File: config.mk
export PLATFORM = sky130hd
export DESIGN_NAME = fc_mac_ctrl
export DESIGN_NICKNAME = d
export VERILOG_FILES = /design/src/rtl/fc_mac_ctrl.sv
export SDC_FILE = /design/constraint.sdc
export NUM_CORES = 1
export LEC_CHECK = 0
export ABC_AREA = 1
export CORE_AREA = 2 2 121 123
export DETAILED_ROUTE_END_ITERATION = 8
export DIE_AREA = 0 0 123 125
export PLACE_DENSITY = 0.77
export SLEW_MARGIN = 20
export SYNTH_ARGS = -nofsm -noshare
export SYNTH_HDL_FRONTEND = slang
export SYNTH_SLANG_ARGS = --single-unit
export TNS_END_PERCENT = 1
File: constraint.sdc
create_clock -name clk -period 6.8 [get_ports clk]
set_clock_uncertainty 0.05 [all_clocks]
set_input_delay 1.02 -clock clk [delete_from_list [all_inputs] [get_ports clk]]
set_output_delay 1.02 -clock clk [all_outputs]
set_load 0.02 [all_outputs]
File: src/rtl/fc_mac_ctrl.sv
// fc_mac_ctrl: sequencer for the binary fully-connected MAC stage of the VAD
// classifier. It takes one binarized feature frame, streams it to the MAC as
// LANES-bit slices over SEG steps along with the weight step index, waits out
// the MAC latency, compares the two class scores and presents a speech /
// non-speech decision on a valid/ready output.
//
// Optional feature: define FC_MAC_CTRL_HANGOVER_EN to hold the speech flag for
// HANGOVER frames after the last raw speech decision. Without the macro the
// flag is the raw score comparison and no hangover counter exists.
//
// Every output comes straight from a register. The registers are loaded from
// the next-state decode, so each output is valid in the same cycle as the
// state it belongs to.

module fc_mac_ctrl #(
  parameter int FEAT_W   = 108,
  parameter int LANES    = 3,
  parameter int SEG      = 36,
  parameter int ACC_W    = 8,
  parameter int MAC_LAT  = 1,
  parameter int HANGOVER = 4
) (
  input  logic              clk,
  input  logic              rst,
  input  logic              abort,
  input  logic              feat_valid,
  output logic              feat_ready,
  input  logic [FEAT_W-1:0] feat_data,
  output logic              mac_clr,
  output logic              mac_en,
  output logic [LANES-1:0]  mac_in,
  output logic [5:0]        mac_addr,
  input  logic [ACC_W-1:0]  sum0,
  input  logic [ACC_W-1:0]  sum1,
  output logic              vad_valid,
  input  logic              vad_ready,
  output logic              vad_flag,
  output logic              busy
);

  localparam int IDX_W = (FEAT_W > 1) ? $clog2(FEAT_W) : 1;
  localparam int LAT_W = (MAC_LAT > 1) ? $clog2(MAC_LAT) : 1;
  localparam logic [5:0]       LAST_K   = 6'(SEG - 1);
  localparam logic [LAT_W-1:0] LAST_LAT = LAT_W'(MAC_LAT - 1);

  // Elaboration stops on a configuration the sequencer cannot honour.
  if ((FEAT_W != LANES * SEG) || (SEG < 1) || (SEG > 64) ||
      (MAC_LAT < 1) || (HANGOVER < 0)) begin : g_bad_cfg
    $error("fc_mac_ctrl: inconsistent parameter set");
  end

  typedef enum logic [2:0] {
    ST_IDLE   = 3'd0,
    ST_LOAD   = 3'd1,
    ST_RUN    = 3'd2,
    ST_WAIT   = 3'd3,
    ST_DECIDE = 3'd4,
    ST_OUT    = 3'd5
  } state_t;

  // Lane j carries frame bit (j+1)*SEG-1-k, so each lane walks its own
  // SEG-bit segment from the MSB downwards.
  function automatic logic [LANES-1:0] slice_lanes(
    input logic [FEAT_W-1:0] frame,
    input logic [5:0]        k
  );
    logic [LANES-1:0] lanes;
    int               bit_pos;
    lanes = {LANES{1'b0}};
    for (int j = 0; j < LANES; j++) begin
      bit_pos  = (j + 1) * SEG - 1 - int'(k);
      lanes[j] = frame[bit_pos[IDX_W-1:0]];
    end
    return lanes;
  endfunction

  state_t             r_state;
  state_t             w_state_nxt;
  logic [5:0]         r_k;
  logic [5:0]         w_k_nxt;
  logic [LAT_W-1:0]   r_lat;
  logic [LAT_W-1:0]   w_lat_nxt;
  logic               w_capture;
  logic [FEAT_W-1:0]  r_frame;

  logic               r_feat_ready;
  logic               r_mac_clr;
  logic               r_mac_en;
  logic [LANES-1:0]   r_mac_in;
  logic [5:0]         r_mac_addr;
  logic               r_vad_valid;
  logic               r_vad_flag;
  logic               r_busy;

  logic               w_decide;
  logic               w_raw;
  logic               w_flag_nxt;

  // Next-state, step counter and latency counter decode.
  always_comb begin
    w_state_nxt = r_state;
    w_k_nxt     = r_k;
    w_lat_nxt   = r_lat;
    w_capture   = 1'b0;
    case (r_state)
      ST_IDLE: begin
        // abort blocks an accept offered in the same cycle
        if (feat_valid && !abort) begin
          w_state_nxt = ST_LOAD;
          w_capture   = 1'b1;
        end else begin
          w_state_nxt = ST_IDLE;
        end
      end
      ST_LOAD: begin
        if (abort) begin
          w_state_nxt = ST_IDLE;
        end else begin
          w_state_nxt = ST_RUN;
          w_k_nxt     = 6'd0;
        end
      end
      ST_RUN: begin
        if (abort) begin
          w_state_nxt = ST_IDLE;
        end else if (r_k == LAST_K) begin
          w_state_nxt = ST_WAIT;
          w_lat_nxt   = {LAT_W{1'b0}};
        end else begin
          w_k_nxt = r_k + 6'd1;
        end
      end
      ST_WAIT: begin
        if (abort) begin
          w_state_nxt = ST_IDLE;
        end else if (r_lat == LAST_LAT) begin
          w_state_nxt = ST_DECIDE;
        end else begin
          w_lat_nxt = r_lat + {{(LAT_W-1){1'b0}}, 1'b1};
        end
      end
      ST_DECIDE: begin
        if (abort) begin
          w_state_nxt = ST_IDLE;
        end else begin
          w_state_nxt = ST_OUT;
        end
      end
      ST_OUT: begin
        if (abort) begin
          w_state_nxt = ST_IDLE;
        end else if (vad_ready) begin
          w_state_nxt = ST_IDLE;
        end else begin
          w_state_nxt = ST_OUT;
        end
      end
      default: begin
        w_state_nxt = ST_IDLE;
      end
    endcase
  end

  // Raw decision: strictly greater speech score wins, a tie is non-speech.
  always_comb begin
    w_decide = (r_state == ST_DECIDE) && !abort;
    w_raw    = ($signed(sum1) > $signed(sum0));
  end

`ifdef FC_MAC_CTRL_HANGOVER_EN
  localparam int HANG_W = (HANGOVER > 0) ? $clog2(HANGOVER + 1) : 1;
  localparam logic [HANG_W-1:0] HANG_LOAD = HANG_W'(HANGOVER);

  logic [HANG_W-1:0] r_hang;
  logic [HANG_W-1:0] w_hang_nxt;

  // Flag with hangover: speech is held while the counter drains.
  always_comb begin
    w_flag_nxt = r_vad_flag;
    w_hang_nxt = r_hang;
    if (w_decide) begin
      if (w_raw) begin
        w_flag_nxt = 1'b1;
        w_hang_nxt = HANG_LOAD;
      end else if (r_hang != {HANG_W{1'b0}}) begin
        w_flag_nxt = 1'b1;
        w_hang_nxt = r_hang - {{(HANG_W-1){1'b0}}, 1'b1};
      end else begin
        w_flag_nxt = 1'b0;
      end
    end else begin
      w_flag_nxt = r_vad_flag;
    end
  end

  // Hangover counter survives abort; only rst clears it.
  always_ff @(posedge clk) begin
    if (rst) begin
      r_hang <= {HANG_W{1'b0}};
    end else begin
      r_hang <= w_hang_nxt;
    end
  end
`else
  // Flag without hangover: the raw comparison, captured in DECIDE only.
  always_comb begin
    if (w_decide) begin
      w_flag_nxt = w_raw;
    end else begin
      w_flag_nxt = r_vad_flag;
    end
  end
`endif

  // State, counters, frame capture and all registered outputs.
  always_ff @(posedge clk) begin
    if (rst) begin
      r_state      <= ST_IDLE;
      r_k          <= 6'd0;
      r_lat        <= {LAT_W{1'b0}};
      r_frame      <= {FEAT_W{1'b0}};
      r_feat_ready <= 1'b1;
      r_mac_clr    <= 1'b0;
      r_mac_en     <= 1'b0;
      r_mac_in     <= {LANES{1'b0}};
      r_mac_addr   <= 6'd0;
      r_vad_valid  <= 1'b0;
      r_vad_flag   <= 1'b0;
      r_busy       <= 1'b0;
    end else begin
      r_state    <= w_state_nxt;
      r_k        <= w_k_nxt;
      r_lat      <= w_lat_nxt;
      r_vad_flag <= w_flag_nxt;
      if (w_capture) begin
        r_frame <= feat_data;
      end else begin
        r_frame <= r_frame;
      end
      r_feat_ready <= (w_state_nxt == ST_IDLE);
      r_busy       <= (w_state_nxt != ST_IDLE);
      r_mac_clr    <= (w_state_nxt == ST_LOAD);
      r_vad_valid  <= (w_state_nxt == ST_OUT);
      if (w_state_nxt == ST_RUN) begin
        r_mac_en   <= 1'b1;
        r_mac_addr <= w_k_nxt;
        r_mac_in   <= slice_lanes(r_frame, w_k_nxt);
      end else begin
        r_mac_en   <= 1'b0;
        r_mac_addr <= 6'd0;
        r_mac_in   <= {LANES{1'b0}};
      end
    end
  end

  assign feat_ready = r_feat_ready;
  assign mac_clr    = r_mac_clr;
  assign mac_en     = r_mac_en;
  assign mac_in     = r_mac_in;
  assign mac_addr   = r_mac_addr;
  assign vad_valid  = r_vad_valid;
  assign vad_flag   = r_vad_flag;
  assign busy       = r_busy;

endmodule

==> key figures, run 1 <==
Status
  – Outcome: finished, final reports clean

Cells and area
  – Synth-to-layout area growth: 28.4%
  – Nets: ~1300
  – Layout cells sized above 1: 0.0572
  – Inserted Diodes: 0
  – Fill cell count: 1327
  – Layout Cells excl Fill: 1320

Floorplan
  – Initial core utilization: 0.487
  – Row Count: 44
  – Die area: 0.0154 mm^2
  – Die Ht: 125 um
  – I/O pin cnt: about 140
  – Chip Width: approximately 120 um
  – Core area: 0.0142 mm^2

STA
  – Hold WS: around 400 ps
  – Min cycle time layout: 3850 ps
  – Least-Margin Pin Slew: 732 ps
  – Slew HR: 0.512
  – Max Fclk: 260 MHz
  – Fin. Hold Viols: 0
  – # setup viols final: 0
  – Final setup margin: 2950 ps
  – Fin Setup TNS: 0 ps
  – Unrepaired setup endpoints after global routing: false
  – Max Slew Vio Count: 0
  – Tcrit/Tclk final: 0.566

Setup path
  – Critical Path Slowest Stage Cell: nand2_4
  – Worst Setup End Kind: flop
  – FF-to-FF setup slack: 3510 ps
  – CP Class: in -> reg
  – Crit path largest cell delay: 640 ps
  – CP startpoint kind: input port
  – Cell Chain, Critical Path: clkdlybuf4s50_1 > inv_2 > nand2_1 > nor2_2 > nand2_2 > nand2_2 > nand2_4 > nand2_4 > inv_1 > nand2_1 > nand3_1 > nand3_1 > nand3_1 > nand3_1 > nand2_1 > nand2_1 > nand2_1 > nor2_1 > nor2_1
  – Buffers & Inverters on Critical Path: 3
  – CP dominant cell by count: nand2_1
  – Max FO, Critical Path: 61
  – Critical Path AT: ~4100 ps
  – Critical Path RT: roughly 7100 ps
  – Crit path max-delay family: simple AND/OR/NAND/NOR gates

Pwr
  – Pwr Density: 232 mW/mm^2
  – Sequential power share: 0.412
  – P_sw: ~0.49 mW
  – Clk pwr share: 0.467
  – Sw frac: 0.237
  – Maximum vdd drop: 0.165 mV
  – Int Pwr: 1.57 mW
  – Pleak: 3.71 nW
  – Comb power frac: 0.121

Synthesis
  – Compound-cell area share of the yosys netlist: 0.186
  – Synth Register Bits: roughly 130
  – Synth Area in Adders: 0.0235
  – Mux cell area share after synthesis: 0
  – Syn_nets: about 1200
  – Synthesized cell area: 0.00691 mm^2
  – Simple-gate area share of the yosys netlist: 0.265
  – Synth Area in XOR/XNOR: 0.00507
  – Largest family of logic cells by synthesized area: simple AND/OR/NAND/NOR gates
  – Synthesized area per cell: around 6.8 um^2
  – Post-Syn Instances: about 1000
  – Synth unique cells: 32
  – Synth warn: 0
  – Seq/Total Area, Yosys: 0.382

GRT
  – Total gr overflow: 0
  – GRT Util Overall: 0.235
  – First-pass GRT wire length: 29200 um
  – Initial antenna violation count: 0
  – Vias in the first global route: approximately 6300
  – Largest net degree at the start of global routing: 144

Drt
  – Via count: between 6000 and 7000
  – Initial drt markers: approximately 520
  – Total wire length: 17300 um
  – Vias per Instance: 5.13
  – WL per Instance: 13.1 um
  – DRC viols: 0
  – Drt pass-1 iters: 5
  – Antenna-violating nets left: 0

Flow run
  – Max-cap viol count: 0

CTS
  – PostCTS Resize Cnt: 0
  – CTS Hold Bufs: 0
  – Clock latency on the worst-skew pair: roughly 420 ps
  – TritonCTS buffer count: 17
  – CTS tree: yes
  – Clock net sink count: 132
  – Clk buf depth: 2
  – H-tree depth: 4
  – Clock Tree Root: clkbuf_16
  – Post-CTS setup buffers: 0
  – Clk slew on worst S/H paths: 60 ps

Placement
  – IO buf count: ~140
  – Placer Congestion: approximately 0.91
  – Detailed placement HPWL: between 10000 and 15000 um
  – DP Cell Count: 1288
  – Setup WS pre-CTS: 2580 ps

Hold path
  – Hold WC Path Type: reg -> reg
registers in the layout, indices dropped and copies added (netlist names):
signal,cells
busy,1
feat_ready,1
mac_addr,6
mac_clr,1
mac_en,1
mac_in,3
r_frame,108
r_k,6
r_state,3
vad_flag,1
vad_valid,1
kinds of logic (layout without fill, tap and decap cells):
family / after synthesis / after routing
compound gates: 252 / 252
simple gates: 401 / 401
buf+inv: 221 / 334
flops: 132 / 132
xor+xnor: 4 / 4
fa+ha+maj: 13 / 13
tightest hold or removal path: stages (launching register included):
cell     delay (ps)
dfxtp_1         300
inv_1            40
a21oi_1          50
routing by layer:
layer / share of wire / vias up / track usage
met1: 0.46 / 3029 / 0.311
met4: 0.012 / 0 / 0.0635
li1: - / 3536 / -
met3: 0.053 / 21 / 0.0557
met5: 0 / - / 0
met2: 0.48 / 190 / 0.382
layout by cell type, fill, tap and decap left out, types with 2 or more instances in the layout:
master / instances
a21oi_1: 125
buf_4: 2
bufinv_16: 4
clkbuf_16: 17
clkdlybuf4s50_1: 143
clkinv_2: 3
clkinv_4: 2
clkinvlp_4: 4
dfxtp_1: 132
ha_1: 13
inv_1: 150
inv_2: 6
nand2_1: 169
nand2_2: 10
nand2_4: 2
nand3_1: 173
nand3_2: 7
nand4_1: 2
nor2_1: 28
nor2_2: 2
nor3_1: 4
o211ai_1: 4
o21ai_0: 112
o21ai_1: 7
xor2_1: 4
area by class of cell:
type,count,area (um^2),share of cell area
inverters,156,586,0.0660
multi-input cells,670,3330,0.375
flip-flops and latches,132,2640,0.298
clock buffers,19,443,0.0499
repair buffers,146,1470,0.165
well taps,184,230,0.0259
clock inverters,13,183,0.0206
worst paths after layout:
path,to,cells past startpoint,from
max,mac_in[0],19,abort
min reg2reg,r_frame[30],2,r_frame[30]
min,r_frame[30],2,r_frame[30]
max reg2reg,mac_in[0],20,r_k[0]
power groups by stage:
stage / registers (mW) / logic, mW / clock network (mW)
finish: 0.847 / 0.250 / 0.961
global route: 0.852 / 0.284 / 1.01
CTS: 0.847 / 0.251 / 0.972
detailed placement: 0.863 / 0.249 / 0
global placement: 0.861 / 0.246 / 0
floorplan: 0.858 / 0.144 / 0
through the flow:
step / total power, mW / instance area [um^2] / util
final: 2.06 / 8880 / 0.625
after global routing: 2.15 / 8880 / 0.625
after CTS: 2.07 / 8880 / 0.625
after detailed placement: 1.11 / 8250 / 0.581
after global placement: 1.11 / 8250 / 0.581
after floorplan: 1.00 / 6910 / -
synthesized netlist by cell type (all sizes together):
master / number / area (um^2)
nand3: 181 / 941
nand2: 181 / 717
o21ai: 120 / 604
inv: 156 / 586
o31ai: 1 / 7.51
buf: 28 / 234
xor2: 4 / 35.0
or2: 2 / 12.5
dfxtp: 132 / 2640
nand4: 2 / 12.5
a2111oi: 1 / 8.76
a21oi: 125 / 626
o211ai: 4 / 30.0
a211oi: 1 / 7.51
clkbuf: 37 / 139
nor3: 5 / 30.0
nor2: 30 / 118
ha: 13 / 163
(Power assumes the default switching activity.)
==> run 2, diff against run 1 <==
- clock period: 6.8 -> 4 ns (I/O delays scaled with it)
==> run 2 against run 1 <==
Effect of this change:
- final area rose by 1.4%
- first-iteration DRC count fell by 12%
- total power rose by 73%
- worst hold slack improved by 1.5 ps
- sequential share of layout area fell by 0.41 points
- via count rose by 0.19%
- largest power group unchanged
- combinational power rose by 72%
==> key figures, run 2 (synthesized netlist as in run 1, its figures left out) <==
Hold path
  – Hold Path End: r_frame[14] (was r_frame[30])
  – Hold WC Path Type: reg -> reg (unchanged)
  – Hold Crit Depth: 2 (unchanged)
  – Min-delay src: r_frame[14] (was r_frame[30])

STA
  – Max Fclk: 318 MHz
  – Max Slew Vio Count: 0 (unchanged)
  – Slew HR: 0.441 (was 0.512)
  – Unrepaired setup endpoints after global routing: false (unchanged)
  – Least-Margin Pin Slew: 839 ps (was 732 ps)
  – Fin. Hold Viols: 0 (unchanged)
  – # setup viols final: 0 (unchanged)
  – Fin Setup TNS: 0 ps (unchanged)
  – Min cycle time layout: around 3100 ps
  – Tcrit/Tclk final: 0.785

Setup path
  – Crit path max-delay family: simple AND/OR/NAND/NOR gates (unchanged)
  – FF-to-FF setup slack: 1100 ps (was 3510 ps)
  – Crit path largest cell delay: 530 ps (was 640 ps)
  – R2R cell count: 17 (was 20)
  – CP Class: in -> reg (unchanged)
  – Buffers & Inverters on Critical Path: 4 (was 3)
  – FF-to-FF Start: r_k[2] (was r_k[0])
  – Critical Path Slowest Stage Cell: clkdlybuf4s50_1 (was nand2_4)
  – CP dominant cell by count: nand2_1 (unchanged)
  – CP startpoint kind: input port (unchanged)
  – Max FO, Critical Path: 8 (was 61)
  – Critical Path AT: 3450 ps (was 4120 ps)
  – Critical Path RT: 4310 ps (was 7070 ps)
  – Cell Chain, Critical Path: clkdlybuf4s50_1 > nor2_1 > nand2_1 > nand2_1 > inv_1 > nor3_2 > inv_1 > ha_1 > inv_1 > nor2_1 > xor2_1 > nand2_1 > a21oi_1 > a21oi_1 > nand2_1 > nand2_1 > nor2_1 (was clkdlybuf4s50_1 > inv_2 > nand2_1 > nor2_2 > nand2_2 > nand2_2 > nand2_4 > nand2_4 > inv_1 > nand2_1 > nand3_1 > nand3_1 > nand3_1 > nand3_1 > nand2_1 > nand2_1 > nand2_1 > nor2_1 > nor2_1)
  – Worst Setup End Kind: flop (unchanged)
  – Reg2reg end: mac_in[0] (unchanged)

CTS
  – Clock latency on the worst-skew pair: 420 ps (about the same)
  – TritonCTS buffer count: 17 (unchanged)
  – Clk slew on worst S/H paths: 50 ps (was 60 ps)
  – Clk buf depth: 2 (unchanged)
  – Clock net sink count: 132 (unchanged)
  – PostCTS Resize Cnt: 0 (unchanged)
  – H-tree depth: 4 (unchanged)
  – Clock Tree Root: clkbuf_16 (unchanged)
  – Post-CTS setup buffers: 0 (unchanged)
  – CTS tree: yes (unchanged)
  – CTS Hold Bufs: 0 (unchanged)

Cells and area
  – Inserted Diodes: 0 (unchanged)
  – Commonest non-fill, non-tap cell in the layout: nand3_1 (unchanged)
  – Layout Cells excl Fill: 1330 (was 1320)
  – Commonest non-fill, non-tap cells in the layout: nand3_1 (173), nand2_1 (170), inv_1 (150), clkdlybuf4s50_1 (143), dfxtp_1 (132) (was nand3_1 (173), nand2_1 (169), inv_1 (150), clkdlybuf4s50_1 (143), dfxtp_1 (132))
  – Max reg flops: 108 (unchanged)
  – Layout cells sized above 1: 0.0646 (was 0.0572)
  – Nets: 1275 (was 1265)
  – Synth-to-layout area growth: 30.2% (was 28.4%)
  – Top reg by flops: r_frame (unchanged)

Pwr
  – Total Power: 3.56 mW (was 2.06 mW)
  – Pwr Density: 395 mW/mm^2 (was 232 mW/mm^2)
  – Pleak: 3.78 nW (was 3.71 nW)
  – Maximum vdd drop: 0.306 mV (was 0.165 mV)

Floorplan
  – Die area: 0.0154 mm^2 (unchanged)
  – Chip Width: 123 um (unchanged)
  – Row Count: 44 (unchanged)
  – Core area: 0.0142 mm^2 (unchanged)
  – Die Ht: 125 um (unchanged)
  – I/O pin cnt: 144 (unchanged)
  – Initial core utilization: 0.487 (unchanged)

Drt
  – Vias per Instance: 5.10 (was 5.13)
  – Via count: 6789 (was 6776)
  – Initial drt markers: 461 (was 524)
  – Drt pass-1 iters: 5 (unchanged)
  – Total wire length: 17500 um (was 17300 um)
  – DRC viols: 0 (unchanged)
  – WL per Instance: 13.2 um (was 13.1 um)
  – Antenna-violating nets left: 0 (unchanged)

Status
  – Outcome: finished, final reports clean (unchanged)

Placement
  – IO buf count: 143 (unchanged)
  – DP Cell Count: 1298 (was 1288)
  – Placer Congestion: 0.891 (was 0.909)
  – Detailed placement HPWL: 12200 um (was 11900 um)

GRT
  – First-pass GRT wire length: 29700 um (was 29200 um)
  – Largest net degree at the start of global routing: 218 (was 144)
  – Vias in the first global route: 6395 (was 6332)
  – Total gr overflow: 0 (unchanged)
  – Initial antenna violation count: 0 (unchanged)
  – GRT Util Overall: 0.240 (was 0.235)

Flow run
  – Max-cap viol count: 0 (unchanged)
==> run 2: changes by cell type in the layout (fill, tap and decap cells not counted), sizes merged <==
| cell | delta |
|---|---|
| inv | +2 |
| buf | +10 |
| clkbuf | +3 |
| clkinv | -5 |
==> run 2: routing by layer <==
metal / up-vias / routed length (um) / global-route usage / share of wire
met5: - / 0 / 0 / 0
met4: 0 / 407 / 0.0755 / 0.023
met3: 33 / 840 / 0.0529 / 0.048
met2: 171 / 8120 / 0.380 / 0.46
met1: 3023 / 8170 / 0.324 / 0.47
li1: 3562 / - / - / -
==> run 2: layout make-up <==
type | instances | area (um^2)
clock buffer | 22 | 484
clock inverter | 10 | 168
fill | 1288 | 5200
inverter | 156 | 586
multi-input combinational | 670 | 3320
sequential | 132 | 2640
tap | 184 | 230
timing repair buffer | 156 | 1570
==> run 2: power breakdown <==
group | switching, mW | total (mW) | internal, mW | leakage (nW)
logic | 0.210 | 0.429 | 0.218 | 2.39
registers | 0.0399 | 1.44 | 1.40 | 1.08
clock network | 0.576 | 1.69 | 1.11 | 0.306
==> run 2: stage by stage <==
stage | worst slack, ps | util | hold WS (ps) | instance area, um^2
after floorplan | 1350 | - | 374 | 6910
final | 860 | 0.634 | 395 | 9000
after global routing | 499 | 0.634 | 412 | 9000
after detailed placement | 448 | 0.588 | 387 | 8350
after CTS | 881 | 0.634 | 396 | 9000
after global placement | 532 | 0.588 | 383 | 8350
==> run 2: worst max path at each step <==
stage | endpoint | slack, ps | start | depth (start not counted)
floorplan | mac_in[0] | 1350 | r_k[0] | 19
global placement | mac_in[0] | 530 | abort | 17
detailed placement | mac_in[0] | 450 | abort | 17
CTS | mac_in[0] | 880 | abort | 17
global route | mac_in[0] | 500 | abort | 17
finish | mac_in[0] | 860 | abort | 17
==> run 2: worst register-to-register path, cell delays in order, from the launching register on <==
cell and delay (ps):
dfxtp_1 440, nand3_1 100, nor2_1 170, nand2_1 110, nand2_1 70, inv_1 40, nor3_2 440, inv_1 280
ha_1 250, inv_1 120, nor2_1 70, xor2_1 240, nand2_1 80, a21oi_1 120, a21oi_1 80, nand2_1 60
nand2_1 50, nor2_1 90
==> run 3, diff against run 2 <==
- clock period: 4 -> 3 ns (I/O delays scaled with it)
==> run 3 against run 2 <==
Effect of this change:
- total power rose by 25%
- first-iteration DRC count grew 9.8%
- combinational power grew 35%
- clock power up 16%
- count of clock-buffer cells in the layout unchanged
- worst hold slack better by 1.5 ps
- sequential share of layout area down 0.25 points
- register-to-register slack worse by 700 ps
- global-route usage increased by 0.35 points
- die area did not move
- final area up 0.86%
- core utilization is 0.55 points higher
- critical path type is now reg -> reg
- largest power group unchanged
==> key figures, run 3 (synthesized netlist as in run 1, its figures left out) <==
Status
  – Outcome: finished, final reports clean (unchanged)

Pwr
  – Maximum vdd drop: 0.380 mV (was 0.306 mV)
  – Sequential power share: 0.430 (was 0.405)
  – Pleak: 3.82 nW (was 3.78 nW)
  – Int Pwr: 3.35 mW (was 2.73 mW)
  – Clk pwr share: 0.440 (was 0.475)
  – Pwr Density: 492 mW/mm^2 (was 395 mW/mm^2)
  – Comb power frac: 0.130 (was 0.120)
  – P_sw: 1.11 mW (was 0.827 mW)
  – Sw frac: 0.250 (was 0.232)

Placement
  – Area after DPL: 0.00851 mm^2 (was 0.00835 mm^2)
  – Placer Congestion: 0.900 (was 0.891)
  – IO buf count: 143 (unchanged)
  – Detailed placement HPWL: 12400 um (was 12200 um)

CTS
  – Clock net sink count: 132 (unchanged)
  – CTS tree: yes (unchanged)
  – H-tree depth: 4 (unchanged)
  – CTS Hold Bufs: 0 (unchanged)
  – Clock Tree Root: clkbuf_16 (unchanged)
  – TritonCTS buffer count: 17 (unchanged)
  – Clock latency on the worst-skew pair: 430 ps (was 420 ps)
  – Clk buf depth: 2 (unchanged)
  – Clk slew on worst S/H paths: 60 ps (was 50 ps)

Drt
  – Antenna-violating nets left: 0 (unchanged)
  – Drt pass-1 iters: 6 (was 5)
  – WL per Instance: 13.3 um (was 13.2 um)
  – DRC viols: 0 (unchanged)
  – Vias per Instance: 5.08 (was 5.10)
  – Total wire length: 17900 um (was 17500 um)
  – Initial drt markers: 506 (was 461)
  – Via count: 6812 (was 6789)

GRT
  – Largest net degree at the start of global routing: 126 (was 218)
  – First-pass GRT wire length: 29800 um (was 29700 um)
  – Met3 usage in global routing: 0.0516 (was 0.0529)
  – Met2 usage: 0.395 (was 0.380)
  – GR Util met1: 0.317 (was 0.324)
  – Total gr overflow: 0 (unchanged)
  – Vias in the first global route: 6400 (was 6395)
  – GRT Util Overall: 0.243 (was 0.240)
  – Most Crowded Layer GR: met2 (unchanged)
  – Initial antenna violation count: 0 (unchanged)

Cells and area
  – Synth-to-layout area growth: 31.3% (was 30.2%)
  – Register Area: 0.00264 mm^2 (unchanged)
  – Fill cell count: 1262 (was 1288)
  – Inserted Diodes: 0 (unchanged)
  – Top reg by flops: r_frame (unchanged)
  – Multi-input gate area: 0.00332 mm^2 (unchanged)
  – Layout cells sized above 1: 0.0725 (was 0.0646)
  – Final Cell Area: 0.00908 mm^2 (was 0.00900 mm^2)
  – Max reg flops: 108 (unchanged)
  – Nets: 1287 (was 1275)
  – Commonest non-fill, non-tap cell in the layout: nand3_1 (unchanged)
  – Commonest non-fill, non-tap cells in the layout: nand3_1 (173), nand2_1 (170), inv_1 (150), clkdlybuf4s50_1 (143), dfxtp_1 (132) (unchanged)

Setup path
  – FF-to-FF setup slack: 400 ps (was 1100 ps)
  – Cell Chain, Critical Path: ha_1 > nand2_1 > inv_1 > nand3_2 > nand2_2 > inv_1 > nand2_1 > nand2_2 > ha_1 > or2_2 > nand2_1 > inv_1 > a21oi_1 > nor2_1 > nor2_1 > nor2_1 (was clkdlybuf4s50_1 > nor2_1 > nand2_1 > nand2_1 > inv_1 > nor3_2 > inv_1 > ha_1 > inv_1 > nor2_1 > xor2_1 > nand2_1 > a21oi_1 > a21oi_1 > nand2_1 > nand2_1 > nor2_1)
  – CP Class: reg -> reg (was in -> reg)
  – Reg2reg end: mac_in[2] (was mac_in[0])
  – Buffers & Inverters on Critical Path: 3 (was 4)
  – Critical Path Slowest Stage Cell: dfxtp_1 (was clkdlybuf4s50_1)
  – R2R cell count: 16 (was 17)
  – Worst Setup End Kind: flop (unchanged)
  – Crit path max-delay family: simple AND/OR/NAND/NOR gates (unchanged)
  – Crit path largest cell delay: 420 ps (was 530 ps)
  – Critical Path RT: 3280 ps (was 4310 ps)
  – CP startpoint kind: flop (was input port)
  – Critical Path AT: 2880 ps (was 3450 ps)
  – Max FO, Critical Path: 5 (was 8)
  – FF-to-FF Start: r_k[0] (was r_k[2])

STA
  – Least-Margin Pin Slew: 548 ps (was 839 ps)
  – Max Slew Vio Count: 0 (unchanged)
  – Slew HR: 0.633 (was 0.441)
  – Fin. Hold Viols: 0 (unchanged)
  – Max Fclk: around 380 MHz
  – Fin Setup TNS: 0 ps (unchanged)
  – # setup viols final: 0 (unchanged)
  – Tcrit/Tclk final: 0.866
  – Unrepaired setup endpoints after global routing: false (unchanged)
  – Min cycle time layout: 2600 ps

Hold path
  – Hold WC Path Type: reg -> reg (unchanged)
  – Hold Crit Depth: 2 (unchanged)
  – Hold Path End: r_frame[19] (was r_frame[14])
  – Min-delay src: r_frame[19] (was r_frame[14])

Floorplan
  – Core area: 0.0142 mm^2 (unchanged)
  – I/O pin cnt: 144 (unchanged)
  – Die Ht: 125 um (unchanged)
  – Chip Width: 123 um (unchanged)
  – Initial core utilization: 0.487 (unchanged)
  – Die area: 0.0154 mm^2 (unchanged)
  – Row Count: 44 (unchanged)

Flow run
  – Max-cap viol count: 0 (unchanged)
==> run 3: cell types whose count changed in the layout (fill, tap and decap cells not counted), sizes merged <==
| cell | delta |
|---|---|
| clkinv | +4 |
| buf | +12 |
| inv | -1 |
| bufinv | -3 |
==> run 3: how the worst max path moves through the flow <==
| stage | startpoint | to | cells after the start |
|---|---|---|---|
| after floorplan | r_k[0] | mac_in[0] | 19 |
| after global placement | abort | mac_in[2] | 16 |
| after detailed placement | abort | mac_in[0] | 17 |
| after CTS | r_k[0] | mac_in[0] | 17 |
| after global routing | r_k[0] | mac_in[0] | 19 |
| final | r_k[0] | mac_in[2] | 16 |
==> run 3: repair_timing <==
item	in CTS	in global routing
setup endpoints to repair	0	1
gates resized for setup	0	0
buffers inserted	0	1
==> run 3: area by class of cell <==
type,instances,share of cell area
well taps,184,0.0254
clock buffers,22,0.0511
multi-input cells,670,0.366
clock inverters,10,0.0110
inverters,156,0.0645
flip-flops and latches,132,0.291
repair buffers,168,0.191
==> run 3: per-layer routing <==
metal | vias up | part of all wire
li1 | 3592 | -
met5 | - | 0
met1 | 3035 | 0.46
met4 | 0 | 0.019
met2 | 155 | 0.48
met3 | 30 | 0.042
==> run 3: metrics by stage <==
stage	power, mW	setup slack (ps)	hold WS, ps	std cells	utilization
after global placement	2.52	71.9	383	1309	0.599
after CTS	4.49	427	396	1341	0.639
after detailed placement	2.53	31.0	386	1309	0.599
final	4.46	401	396	1342	0.639
after floorplan	2.27	348	374	1023	-
after global routing	4.65	51.8	409	1342	0.639
==> run 3: worst register-to-register path: stages, from the launching register on <==
cell and delay [ps]:
dfxtp_1 420, ha_1 270, nand2_1 70, inv_1 60, nand3_2 120, nand2_2 120, inv_1 60, nand2_1 60
nand2_2 70, ha_1 220, or2_2 310, nand2_1 160, inv_1 110, a21oi_1 170, nor2_1 70, nor2_1 100
nor2_1 50
==> run 3: power by group through the flow <==
stage	Combinational (mW)	Clock, mW	Sequential (mW)
after floorplan	0.326	0	1.94
after global placement	0.570	0	1.95
after detailed placement	0.577	0	1.96
after CTS	0.584	1.98	1.92
after global routing	0.659	2.06	1.93
final	0.578	1.96	1.92
